===== src/rtl/sha256_mmio_pkg.sv =====
// ---------------------------------------------------------------------------
// sha256_mmio_pkg
// Shared definitions for the SHA-256 MMIO bus master: the sequencing state
// enum, the accelerator register-window offsets and the word counts of a
// block and of a digest.
// No ports (package).
// ---------------------------------------------------------------------------
package sha256_mmio_pkg;

  typedef enum logic [2:0] {
    ST_IDLE,
    ST_POLL_RDY,
    ST_WR_DATA,
    ST_WR_CLR,
    ST_WR_CTRL,
    ST_POLL_VLD,
    ST_RD_HASH,
    ST_DONE
  } state_e;

  localparam logic [7:0] CTRL_OFF  = 8'h00;
  localparam logic [7:0] DATA_OFF  = 8'h08;
  localparam logic [7:0] VALID_OFF = 8'h88;
  localparam logic [7:0] HASH_OFF  = 8'h90;

  localparam int NUM_DATA_WORDS = 16;
  localparam int NUM_HASH_WORDS = 8;

  // Registers are spaced 8 bytes apart; the largest offset (0xC8) fits in 8 bits.
  function automatic logic [7:0] wordOffset(input logic [7:0] base, input logic [3:0] idx);
    return base + {1'b0, idx, 3'b000};
  endfunction

endpackage


===== src/rtl/sha256_mmio_bus_port.sv =====
// ---------------------------------------------------------------------------
// sha256_mmio_bus_port
// Single-outstanding request/grant bus initiator. Latches one command from
// the sequencer, holds req/we/addr/wdata stable until grant, and reports
// completion (writes on grant, reads on the first rvalid at or after grant).
// Ports:
//   clk_i, rst_i                 clock, synchronous active-high reset
//   cmdValid_i / cmdReady_o      command offer / port idle
//   cmdWe_i, cmdAddr_i, cmdWdata_i  command contents
//   cmdDone_o, cmdRdata_o        one-cycle completion pulse, read data [31:0]
//   req_o, gnt_i, we_o, addr_o, wdata_o, rvalid_i, rdata_i  bus side
// ---------------------------------------------------------------------------
module sha256_mmio_bus_port #(
  parameter int unsigned ADDR_WIDTH = 64,
  parameter int unsigned DATA_WIDTH = 64
) (
  input  logic                  clk_i,
  input  logic                  rst_i,
  input  logic                  cmdValid_i,
  output logic                  cmdReady_o,
  input  logic                  cmdWe_i,
  input  logic [ADDR_WIDTH-1:0] cmdAddr_i,
  input  logic [DATA_WIDTH-1:0] cmdWdata_i,
  output logic                  cmdDone_o,
  output logic [31:0]           cmdRdata_o,
  output logic                  req_o,
  input  logic                  gnt_i,
  output logic                  we_o,
  output logic [ADDR_WIDTH-1:0] addr_o,
  output logic [DATA_WIDTH-1:0] wdata_o,
  input  logic                  rvalid_i,
  input  logic [DATA_WIDTH-1:0] rdata_i
);

  logic                  active_q;
  logic                  granted_q;
  logic                  we_q;
  logic [ADDR_WIDTH-1:0] addr_q;
  logic [DATA_WIDTH-1:0] wdata_q;
  logic                  unusedRdataHi;

  assign req_o      = active_q;
  assign we_o       = we_q;
  assign addr_o     = addr_q;
  assign wdata_o    = wdata_q;
  assign cmdReady_o = !active_q;
  assign cmdRdata_o = rdata_i[31:0];
  assign unusedRdataHi = ^rdata_i[DATA_WIDTH-1:32];

  // An rvalid that arrives while no read is granted (e.g. a response to a
  // transaction abandoned by reset) is ignored because of the gating below.
  assign cmdDone_o = active_q &&
                     ((gnt_i && we_q) || ((gnt_i || granted_q) && rvalid_i));

  // Transaction register: idle -> request held until grant -> (reads) wait
  // for rvalid -> drop req the cycle after completion.
  always_ff @(posedge clk_i) begin
    if (rst_i) begin
      active_q  <= 1'b0;
      granted_q <= 1'b0;
      we_q      <= 1'b0;
      addr_q    <= '0;
      wdata_q   <= '0;
    end else if (!active_q) begin
      if (cmdValid_i) begin
        active_q  <= 1'b1;
        granted_q <= 1'b0;
        we_q      <= cmdWe_i;
        addr_q    <= cmdAddr_i;
        wdata_q   <= cmdWdata_i;
      end
    end else if (cmdDone_o) begin
      active_q  <= 1'b0;
      granted_q <= 1'b0;
    end else if (gnt_i) begin
      granted_q <= 1'b1;
    end
  end

endmodule


===== src/rtl/sha256_mmio_master.sv =====
// ---------------------------------------------------------------------------
// sha256_mmio_master
// Hashes one 512-bit block per job by driving the SHA-256 accelerator's
// register window: poll ready, write 16 data words, write ctrl 0 then
// init/next, poll digest valid, read 8 hash words, return the digest.
// Optional macro SHA256_MMIO_TIMEOUT_EN bounds each poll phase to
// POLL_LIMIT reads and raises a sticky err_o when exceeded.
// Ports:
//   clk_i, rst_i                          clock, synchronous active-high reset
//   job_valid_i/job_ready_o, job_first_i, job_block_i   job request
//   dig_valid_o/dig_ready_i, digest_o     digest return
//   busy_o, err_o                         status
//   req_o, gnt_i, we_o, addr_o, wdata_o, rvalid_i, rdata_i   bus
// ---------------------------------------------------------------------------
module sha256_mmio_master
  import sha256_mmio_pkg::*;
#(
  parameter int unsigned               ADDR_WIDTH = 64,
  parameter int unsigned               DATA_WIDTH = 64,
  parameter logic [ADDR_WIDTH-1:0]     BASE_ADDR  = '0,
  parameter int unsigned               POLL_LIMIT = 1024
) (
  input  logic                  clk_i,
  input  logic                  rst_i,
  input  logic                  job_valid_i,
  output logic                  job_ready_o,
  input  logic                  job_first_i,
  input  logic [511:0]          job_block_i,
  output logic                  dig_valid_o,
  input  logic                  dig_ready_i,
  output logic [255:0]          digest_o,
  output logic                  busy_o,
  output logic                  err_o,
  output logic                  req_o,
  input  logic                  gnt_i,
  output logic                  we_o,
  output logic [ADDR_WIDTH-1:0] addr_o,
  output logic [DATA_WIDTH-1:0] wdata_o,
  input  logic                  rvalid_i,
  input  logic [DATA_WIDTH-1:0] rdata_i
);

  state_e                               state_q, state_d;
  logic [3:0]                           idx_q, idx_d;
  logic [NUM_DATA_WORDS-1:0][31:0]      block_q, block_d;
  logic                                 first_q, first_d;
  logic [NUM_HASH_WORDS-1:0][31:0]      digest_q, digest_d;

  logic        cmdValid, cmdWe, cmdReady, cmdDone;
  logic [7:0]  cmdOff;
  logic [31:0] cmdWdata, cmdRdata;
  logic        jobAccept;

`ifdef SHA256_MMIO_TIMEOUT_EN
  localparam logic [15:0] POLL_LIMIT16 = 16'(POLL_LIMIT);
  logic [15:0] pollCnt_q, pollCnt_d;
  logic        err_q, err_d;
  assign err_o = err_q;
`else
  logic [15:0] unusedPollLimit;
  assign unusedPollLimit = 16'(POLL_LIMIT);
  assign err_o = 1'b0;
`endif

  assign job_ready_o = (state_q == ST_IDLE) && !rst_i;
  assign jobAccept   = job_valid_i && job_ready_o;
  assign dig_valid_o = (state_q == ST_DONE);
  assign busy_o      = (state_q != ST_IDLE);
  assign digest_o    = digest_q;

  sha256_mmio_bus_port #(
    .ADDR_WIDTH (ADDR_WIDTH),
    .DATA_WIDTH (DATA_WIDTH)
  ) u_bus (
    .clk_i      (clk_i),
    .rst_i      (rst_i),
    .cmdValid_i (cmdValid),
    .cmdReady_o (cmdReady),
    .cmdWe_i    (cmdWe),
    .cmdAddr_i  (BASE_ADDR + ADDR_WIDTH'(cmdOff)),
    .cmdWdata_i (DATA_WIDTH'(cmdWdata)),
    .cmdDone_o  (cmdDone),
    .cmdRdata_o (cmdRdata),
    .req_o      (req_o),
    .gnt_i      (gnt_i),
    .we_o       (we_o),
    .addr_o     (addr_o),
    .wdata_o    (wdata_o),
    .rvalid_i   (rvalid_i),
    .rdata_i    (rdata_i)
  );

  // Sequencer: each bus state keeps offering its command; the bus port only
  // latches it when idle, so a state that stays put simply reissues it.
  always_comb begin
    state_d  = state_q;
    idx_d    = idx_q;
    block_d  = block_q;
    first_d  = first_q;
    digest_d = digest_q;
    cmdValid = 1'b0;
    cmdWe    = 1'b0;
    cmdOff   = CTRL_OFF;
    cmdWdata = '0;
`ifdef SHA256_MMIO_TIMEOUT_EN
    pollCnt_d = pollCnt_q;
    err_d     = err_q;
`endif
    unique case (state_q)
      ST_IDLE: begin
        if (jobAccept) begin
          block_d = job_block_i;
          first_d = job_first_i;
          state_d = ST_POLL_RDY;
`ifdef SHA256_MMIO_TIMEOUT_EN
          pollCnt_d = '0;
`endif
        end
      end
      ST_POLL_RDY: begin
        cmdValid = 1'b1;
        cmdOff   = CTRL_OFF;
        if (cmdDone) begin
          if (cmdRdata[0]) begin
            idx_d   = '0;
            state_d = ST_WR_DATA;
          end
`ifdef SHA256_MMIO_TIMEOUT_EN
          else if (pollCnt_q + 16'd1 >= POLL_LIMIT16) begin
            err_d   = 1'b1;
            state_d = ST_IDLE;
          end else begin
            pollCnt_d = pollCnt_q + 16'd1;
          end
`endif
        end
      end
      ST_WR_DATA: begin
        cmdValid = 1'b1;
        cmdWe    = 1'b1;
        cmdOff   = wordOffset(DATA_OFF, idx_q);
        cmdWdata = block_q[idx_q];
        if (cmdDone) begin
          idx_d = idx_q + 4'd1;
          if (idx_q == 4'(NUM_DATA_WORDS - 1)) state_d = ST_WR_CLR;
        end
      end
      // Clearing ctrl first guarantees the accelerator sees a rising edge on
      // init/next even if the previous job left the same bit set.
      ST_WR_CLR: begin
        cmdValid = 1'b1;
        cmdWe    = 1'b1;
        cmdOff   = CTRL_OFF;
        if (cmdDone) state_d = ST_WR_CTRL;
      end
      ST_WR_CTRL: begin
        cmdValid = 1'b1;
        cmdWe    = 1'b1;
        cmdOff   = CTRL_OFF;
        cmdWdata = {30'b0, ~first_q, first_q};
        if (cmdDone) begin
          state_d = ST_POLL_VLD;
`ifdef SHA256_MMIO_TIMEOUT_EN
          pollCnt_d = '0;
`endif
        end
      end
      ST_POLL_VLD: begin
        cmdValid = 1'b1;
        cmdOff   = VALID_OFF;
        if (cmdDone) begin
          if (cmdRdata[0]) begin
            idx_d   = '0;
            state_d = ST_RD_HASH;
          end
`ifdef SHA256_MMIO_TIMEOUT_EN
          else if (pollCnt_q + 16'd1 >= POLL_LIMIT16) begin
            err_d   = 1'b1;
            state_d = ST_IDLE;
          end else begin
            pollCnt_d = pollCnt_q + 16'd1;
          end
`endif
        end
      end
      ST_RD_HASH: begin
        cmdValid = 1'b1;
        cmdOff   = wordOffset(HASH_OFF, idx_q);
        if (cmdDone) begin
          digest_d[idx_q[2:0]] = cmdRdata;
          idx_d = idx_q + 4'd1;
          if (idx_q == 4'(NUM_HASH_WORDS - 1)) state_d = ST_DONE;
        end
      end
      ST_DONE: begin
        if (dig_ready_i) state_d = ST_IDLE;
      end
      default: state_d = ST_IDLE;
    endcase
  end

  // State and datapath registers; reset abandons any job in flight.
  always_ff @(posedge clk_i) begin
    if (rst_i) begin
      state_q  <= ST_IDLE;
      idx_q    <= '0;
      block_q  <= '0;
      first_q  <= 1'b0;
      digest_q <= '0;
`ifdef SHA256_MMIO_TIMEOUT_EN
      pollCnt_q <= '0;
      err_q     <= 1'b0;
`endif
    end else begin
      state_q  <= state_d;
      idx_q    <= idx_d;
      block_q  <= block_d;
      first_q  <= first_d;
      digest_q <= digest_d;
`ifdef SHA256_MMIO_TIMEOUT_EN
      pollCnt_q <= pollCnt_d;
      err_q     <= err_d;
`endif
    end
  end

endmodule

===== config.mk =====
export PLATFORM = sky130hd
export DESIGN_NAME = sha256_mmio_master
export DESIGN_NICKNAME = d
export VERILOG_FILES = /design/src/rtl/sha256_mmio_pkg.sv /design/src/rtl/sha256_mmio_bus_port.sv /design/src/rtl/sha256_mmio_master.sv
export SDC_FILE = /design/constraint.sdc
export NUM_CORES = 2
export LEC_CHECK = 0
export ABC_AREA = 1
export BUFFER_PORTS_ARGS = -buffer_cell sky130_fd_sc_hd__buf_2
export CAP_MARGIN = 20
export CELL_PAD_IN_SITES_DETAIL_PLACEMENT = 0
export CELL_PAD_IN_SITES_GLOBAL_PLACEMENT = 2
export CORE_AREA = 2 2 383 385
export DETAILED_ROUTE_END_ITERATION = 12
export DIE_AREA = 0 0 385 387
export HOLD_SLACK_MARGIN = 0.08
export PLACE_DENSITY = 0.7
export SLEW_MARGIN = 20
export SYNTH_ARGS = -nofsm -noshare
export SYNTH_HDL_FRONTEND = slang
export SYNTH_SLANG_ARGS = --single-unit

===== constraint.sdc =====
create_clock -name clk_i -period 1.9 [get_ports clk_i]
set_input_delay 0.285 -clock clk_i [delete_from_list [all_inputs] [get_ports clk_i]]
set_output_delay 0.285 -clock clk_i [all_outputs]
set_load 0.1 [all_outputs]

== Word level (Yosys, flattened, before mapping) ==
Cells that the tools add are included.
Cells by class
  $add $sub $neg: 3
  eq/ne operators: 25
  muxes and demuxes: 33
  order comparisons: 3
  bitwise logic cells: 2
  reduce and logical (&&, ||, !) cells: 23
Operator list (number)
  256-bit bitwise mux: 1
  32-bit binary-select mux with 4-bit select: 1
  32-bit demux with 3-bit select: 1
  32-bit two-way mux: 2
  32-bit case mux with 2 select lines: 1
  3-bit two-way mux: 12
  3-bit case mux with 8 select lines: 1
  8-bit case mux with 3 select lines: 1
  2-bit != test, second input constant: 11
  3-bit == test, second input constant: 4
  4-bit two-way mux: 3
  12-bit AND reduction: 1
  1-bit two-way mux: 9
  4-bit by 7-bit adder with 8-bit output, first input constant: 1
  8-bit by 7-bit adder with 8-bit output, first input constant: 1
  2-bit by 1-bit != test with 1-bit output, second input constant: 4
  4-bit case mux with 2 select lines: 1
  2-bit AND reduction: 4
  3-bit by 2-bit == test with 1-bit output, second input constant: 2
  1-bit logical AND: 6
  6-bit OR reduction: 1
  4-bit by 5-bit less-than comparator with 1-bit output, second input constant: 1
  4-bit by 1-bit adder with 4-bit output, second input constant: 1
  4-bit by 3-bit == test with 1-bit output, second input constant: 1
  14 further kinds: 18
Storage, ports and cells
  output and inout port bits: 390
  bits of input ports: 583
  bits in registers: 819

== Longest topological paths before layout ==
  depth in word-level cells: 6
  mapped depth: 13
  depth with buffers taken out: 10

== Hierarchy ==
From an unflattened synthesis, not the netlist that was laid out.
Second synthesis, totals
  cells, all modules: 5168
  area total of the unflattened synthesis: 37920.1 um^2
Modules (own cells, without submodules)
  sha256_mmio_master: sequential area each 15534.9 um^2, area an instance 33083.0 um^2, cells each 4558, times used 1
  sha256_mmio_bus_port: sequential area each 2622.5 um^2, area an instance 4837.1 um^2, cells each 610, times used 1

== Least setup slack after synthesis ==
OpenSTA, ideal clock, no wires.
  kind: register to register
  start: reg u_bus.we_q, in the netlist u_bus.we_o
  end: reg digest_q, in the netlist digest_o[10]
  slack: -247 ps
  library setup time: 132 ps
  path buffers: 2
  arrival: 2015 ps
  cell stages (with the launch flop): 9
  required time: 1768 ps
  clock period less this slack: 2147 ps
  cells stage by stage: dfxtp_1 -> a21o_1 -> nand3_2 -> nor2_2 -> buf_4 -> nand2_1 -> buf_2 -> nand2_1 -> a21oi_1
On the way
  cells in the longest elaborated chain, start to end: 4
RTL lines
  start, declared: line sha256_mmio_bus_port.sv:37  | logic we_q;
  start signal, assigned: line sha256_mmio_bus_port.sv:68  | we_q <= cmdWe_i;
  1-bit logical AND: line sha256_mmio_bus_port.sv:53  | ((gnt_i && we_q) || ((gnt_i || granted_q) && rvalid_i));
  1-bit logical OR: line sha256_mmio_bus_port.sv:53
  1-bit logical AND: line sha256_mmio_bus_port.sv:52  | assign cmdDone_o = active_q &&
  2-bit AND reduction (no source line)
  end signal, assigned: line sha256_mmio_master.sv:219  | digest_q <= digest_d;
  end, declared: line sha256_mmio_master.sv:47  | logic [NUM_HASH_WORDS-1:0][31:0] digest_q, digest_d;
No other way between the ends.
A chain may end at the register's enable or synchronous reset.

== Final worst setup path ==
  start: reg state_q[1]
  end: out job_ready_o
On the way
  cells in the longest elaborated chain, start to end: 2
RTL lines
  start, declared: line sha256_mmio_master.sv:43  | state_e state_q, state_d;
  start signal, assigned: line sha256_mmio_master.sv:215  | state_q <= state_d;
  3-bit logical NOT: line sha256_mmio_master.sv:65  | assign job_ready_o = (state_q == ST_IDLE) && !rst_i;
  1-bit logical AND: line sha256_mmio_master.sv:65
  end, declared: line sha256_mmio_master.sv:26  | output logic job_ready_o,
No other way between the ends.

==> flow_summary.toml <==
[setup_path]
cp-start-kind = "flop"
crit_buf_inv = 2
criticalPathCategory = "flop to primary output"
arrival_ns = 1.71
crit_family = "simple AND/OR/NAND/NOR gates"
crit_path_max_incr_delay_ns = 0.34
cp_max_fo = 2
critical_path_required_ns = 1.62
cp_slowest_cell = "dfxtp_2"
ff2ff_setup_slack_ns = 0.04
crit_path_end_kind = "primary output"
path_cells = "nor2_4 -> nand2_8 -> nor2_8 -> buf_6 -> buf_12"

[sta]
max_freq_mhz = 501
worst_pin_slew_ns = 0.738
fin_crit_sh = 1.05
drv_slew = 0
fin_ws_ns = -0.0979
fin_worst_skew_ns = 0.0662
slew_headroom = 0.508
rsz0062_at_grt = "true"
hold_viol = 0
fin_crit_ns = 2.00
setup_viol = 3

[floorplan]
die_x_um = 385
ioPinCount = 973
rows = 140
start_util = 0.243
dieArea_um2 = 149000
core_um2 = 145000
die_h_um = 387

[grt]
antenna_found_initial = 18
overflow = 0
grt_util_met1 = 0.289
grt_pass1_vias = 36400
busiest_layer = "met2"
met2_usage = 0.377
grt_pass1_wl_um = 251000
use_met3 = 0.0475
grt_max_degree = 138
grt.total_usage = 0.229

[placement]
dp_hpwl_um = 128000
gp_congestion = 0.858
port_buffers = 848

[power]
power_leakage_nw = 23.2
power_mw = 44.3
ir_worst_vdd_v = 0.000839
powerDensity_nw_per_um2 = 828

[final_layout]
finalNetCount = 6934
syn_to_final_growth_pct = 51.9
drive_above_1_share = 0.233
fin_util = 0.370

[cts]
clkSinkCount = 816
clk_pin_slew_ns = 0.06
insertion_delay_ns = 0.73
cts_tree = "done"
htreeDepth = 3
cts_root_buf = "clkbuf_16"
cts_buffers = 99
clockBufferDepth = 3

[yosys]
ys_top_cells_by_count = "nand2_1 (1072), a21oi_1 (816), dfxtp_1 (816), nand3_1 (617), inv_1 (566)"
ys_types = 33
synth_top_area_frac = 0.463
yosys_warnings = 0
ys_ff_latch = 816
async_flop_share = 0
synth_top_area_cell = "dfxtp_1"
synth_edf_count = 0
synthesis.area_um2 = 35300
synthFlopType = "dfxtp_1"
yosysSeqAreaShare = 0.463
synth.area.top_cells = "dfxtp_1 (46%), a21oi_1 (12%), nand2_1 (11%)"
synthCells = 4968
avgSynthCellArea_um2 = 7.10
synth.most_common_cell = "nand2_1"

[drt]
drtIter0Drc = 2419
routed_wl_um = 183000
antenna_left = 0
vias_per_cell = 4.57
avgRoutedWirePerCell_um = 21.9
vias = 38200
drc = 0
first_pass_iters = 5

[run]
drv_cap = 0

[outcome]
status = "finished, violations left"
violations = "negative setup slack"

[min_path]
hold_class = "input port to flop"
-- layer usage --
layer | up-vias | share of wire
met5 | - | 0.00014
li1 | 18700 | -
met2 | 1182 | 0.46
met1 | 18000 | 0.44
met3 | 275 | 0.059
met4 | 4 | 0.043
-- what timing repair did --
item                                    4_1_cts  5_1_grt
pin swaps                                     4       13
hold buffers                                550        0
hold endpoints to repair                    773        0
cloned                                       11       21
resized for setup                           139      275
endpoints found under the setup margin      142      332
setup buffers                                 9       22
-- stage by stage --
step | cell area [µm²] | hold WS [ns] | TNS, ns | cells | setup WS (ns)
detailed placement | 42700 | 0.440 | -1.97 | 7551 | -0.215
CTS | 52300 | 0.178 | -0.763 | 8305 | -0.173
finish | 53600 | 0.353 | -0.198 | 8356 | -0.0979
global route | 53600 | 0.329 | -0.819 | 8353 | -0.197
floorplan | 35800 | 0.429 | -7.63 | 5059 | -0.0231
global placement | 42700 | 0.437 | -1.37 | 7551 | -0.185
-- final timing paths --
check                    from           end  cells after the start
max reg2reg        state_q[1]  block_q[392]                      9
min reg2reg      block_q[498]  block_q[498]                      2
min          job_block_i[304]  block_q[304]                      4
max                state_q[1]   job_ready_o                      5
-- worst min-delay path, cell delays in order --
cell and delay [ns]:
dlygate4sd3_1 0.52, buf_2 0.10, o21ai_2 0.06, a21oi_2 0.08
-- cell families (layout without fill, tap and decap cells) --
logic type / after synthesis / in the layout / synth area share
AO/OA/AOI/OAI: 1343 / 1343 / 0.191
XOR/XNOR: 3 / 3 / 0.000745
adder cells (fa/ha/maj): 5 / 5 / 0.00177
buffers and inverters: 1087 / 2454 / 0.137
flip-flops: 816 / 816 / 0.463
other: 1 / 102 / 0.000106
AND/OR/NAND/NOR: 1713 / 1716 / 0.206
-- final cells by class --
cell class	instances	area (µm²)
clock buffer	157	2970
antenna	10	25.0
clock inverter	27	372
inverter	570	2180
multi-input combinational	3159	15100
timing repair buffer	1700	14100
tap	1917	2400
fill	15300	91300
sequential	816	16400
-- power by group --
part / switching (mW) / total [mW] / internal (mW)
registers: 0.202 / 18.2 / 18.0
clock network: 8.23 / 19.4 / 11.2
logic: 4.15 / 6.69 / 2.54
total: 12.6 / 44.3 / 31.7
-- sequential cells by signal, summed over array words and instances (netlist names) --
signal,count
digest_o,256
idx_q,4
u_bus.addr_o,5
u_bus.we_o,1
u_bus.granted_q,1
block_q,512
first_q,1
state_q,3
u_bus.wdata_o,32
u_bus.req_o,1
-- layout by cell type, fill, tap and decap left out, types with 4 or more instances in the layout --
cell              n
nand2_1        1016
a21oi_2          31
buf_6            18
nor2_4            7
dlygate4sd3_1   550
inv_2            16
conb_1           92
clkbuf_8         27
nand2_8           5
o21ai_0         301
inv_1           548
nand2_4           4
clkbuf_16       118
nand3_2          29
a21oi_1         785
buf_8             4
clkinvlp_4        6
nor2_1            6
o21ai_1         189
clkbuf_4         16
nand3_1         588
dfxtp_2           6
diode_2          10
ha_1              5
buf_4           219
buf_12           81
dfxtp_1         808
nand2_2          52
buf_16           23
clkinv_2          7
o21ai_2          29
buf_2           769
clkbuf_1         31
Power figures use the tool's default switching activity.
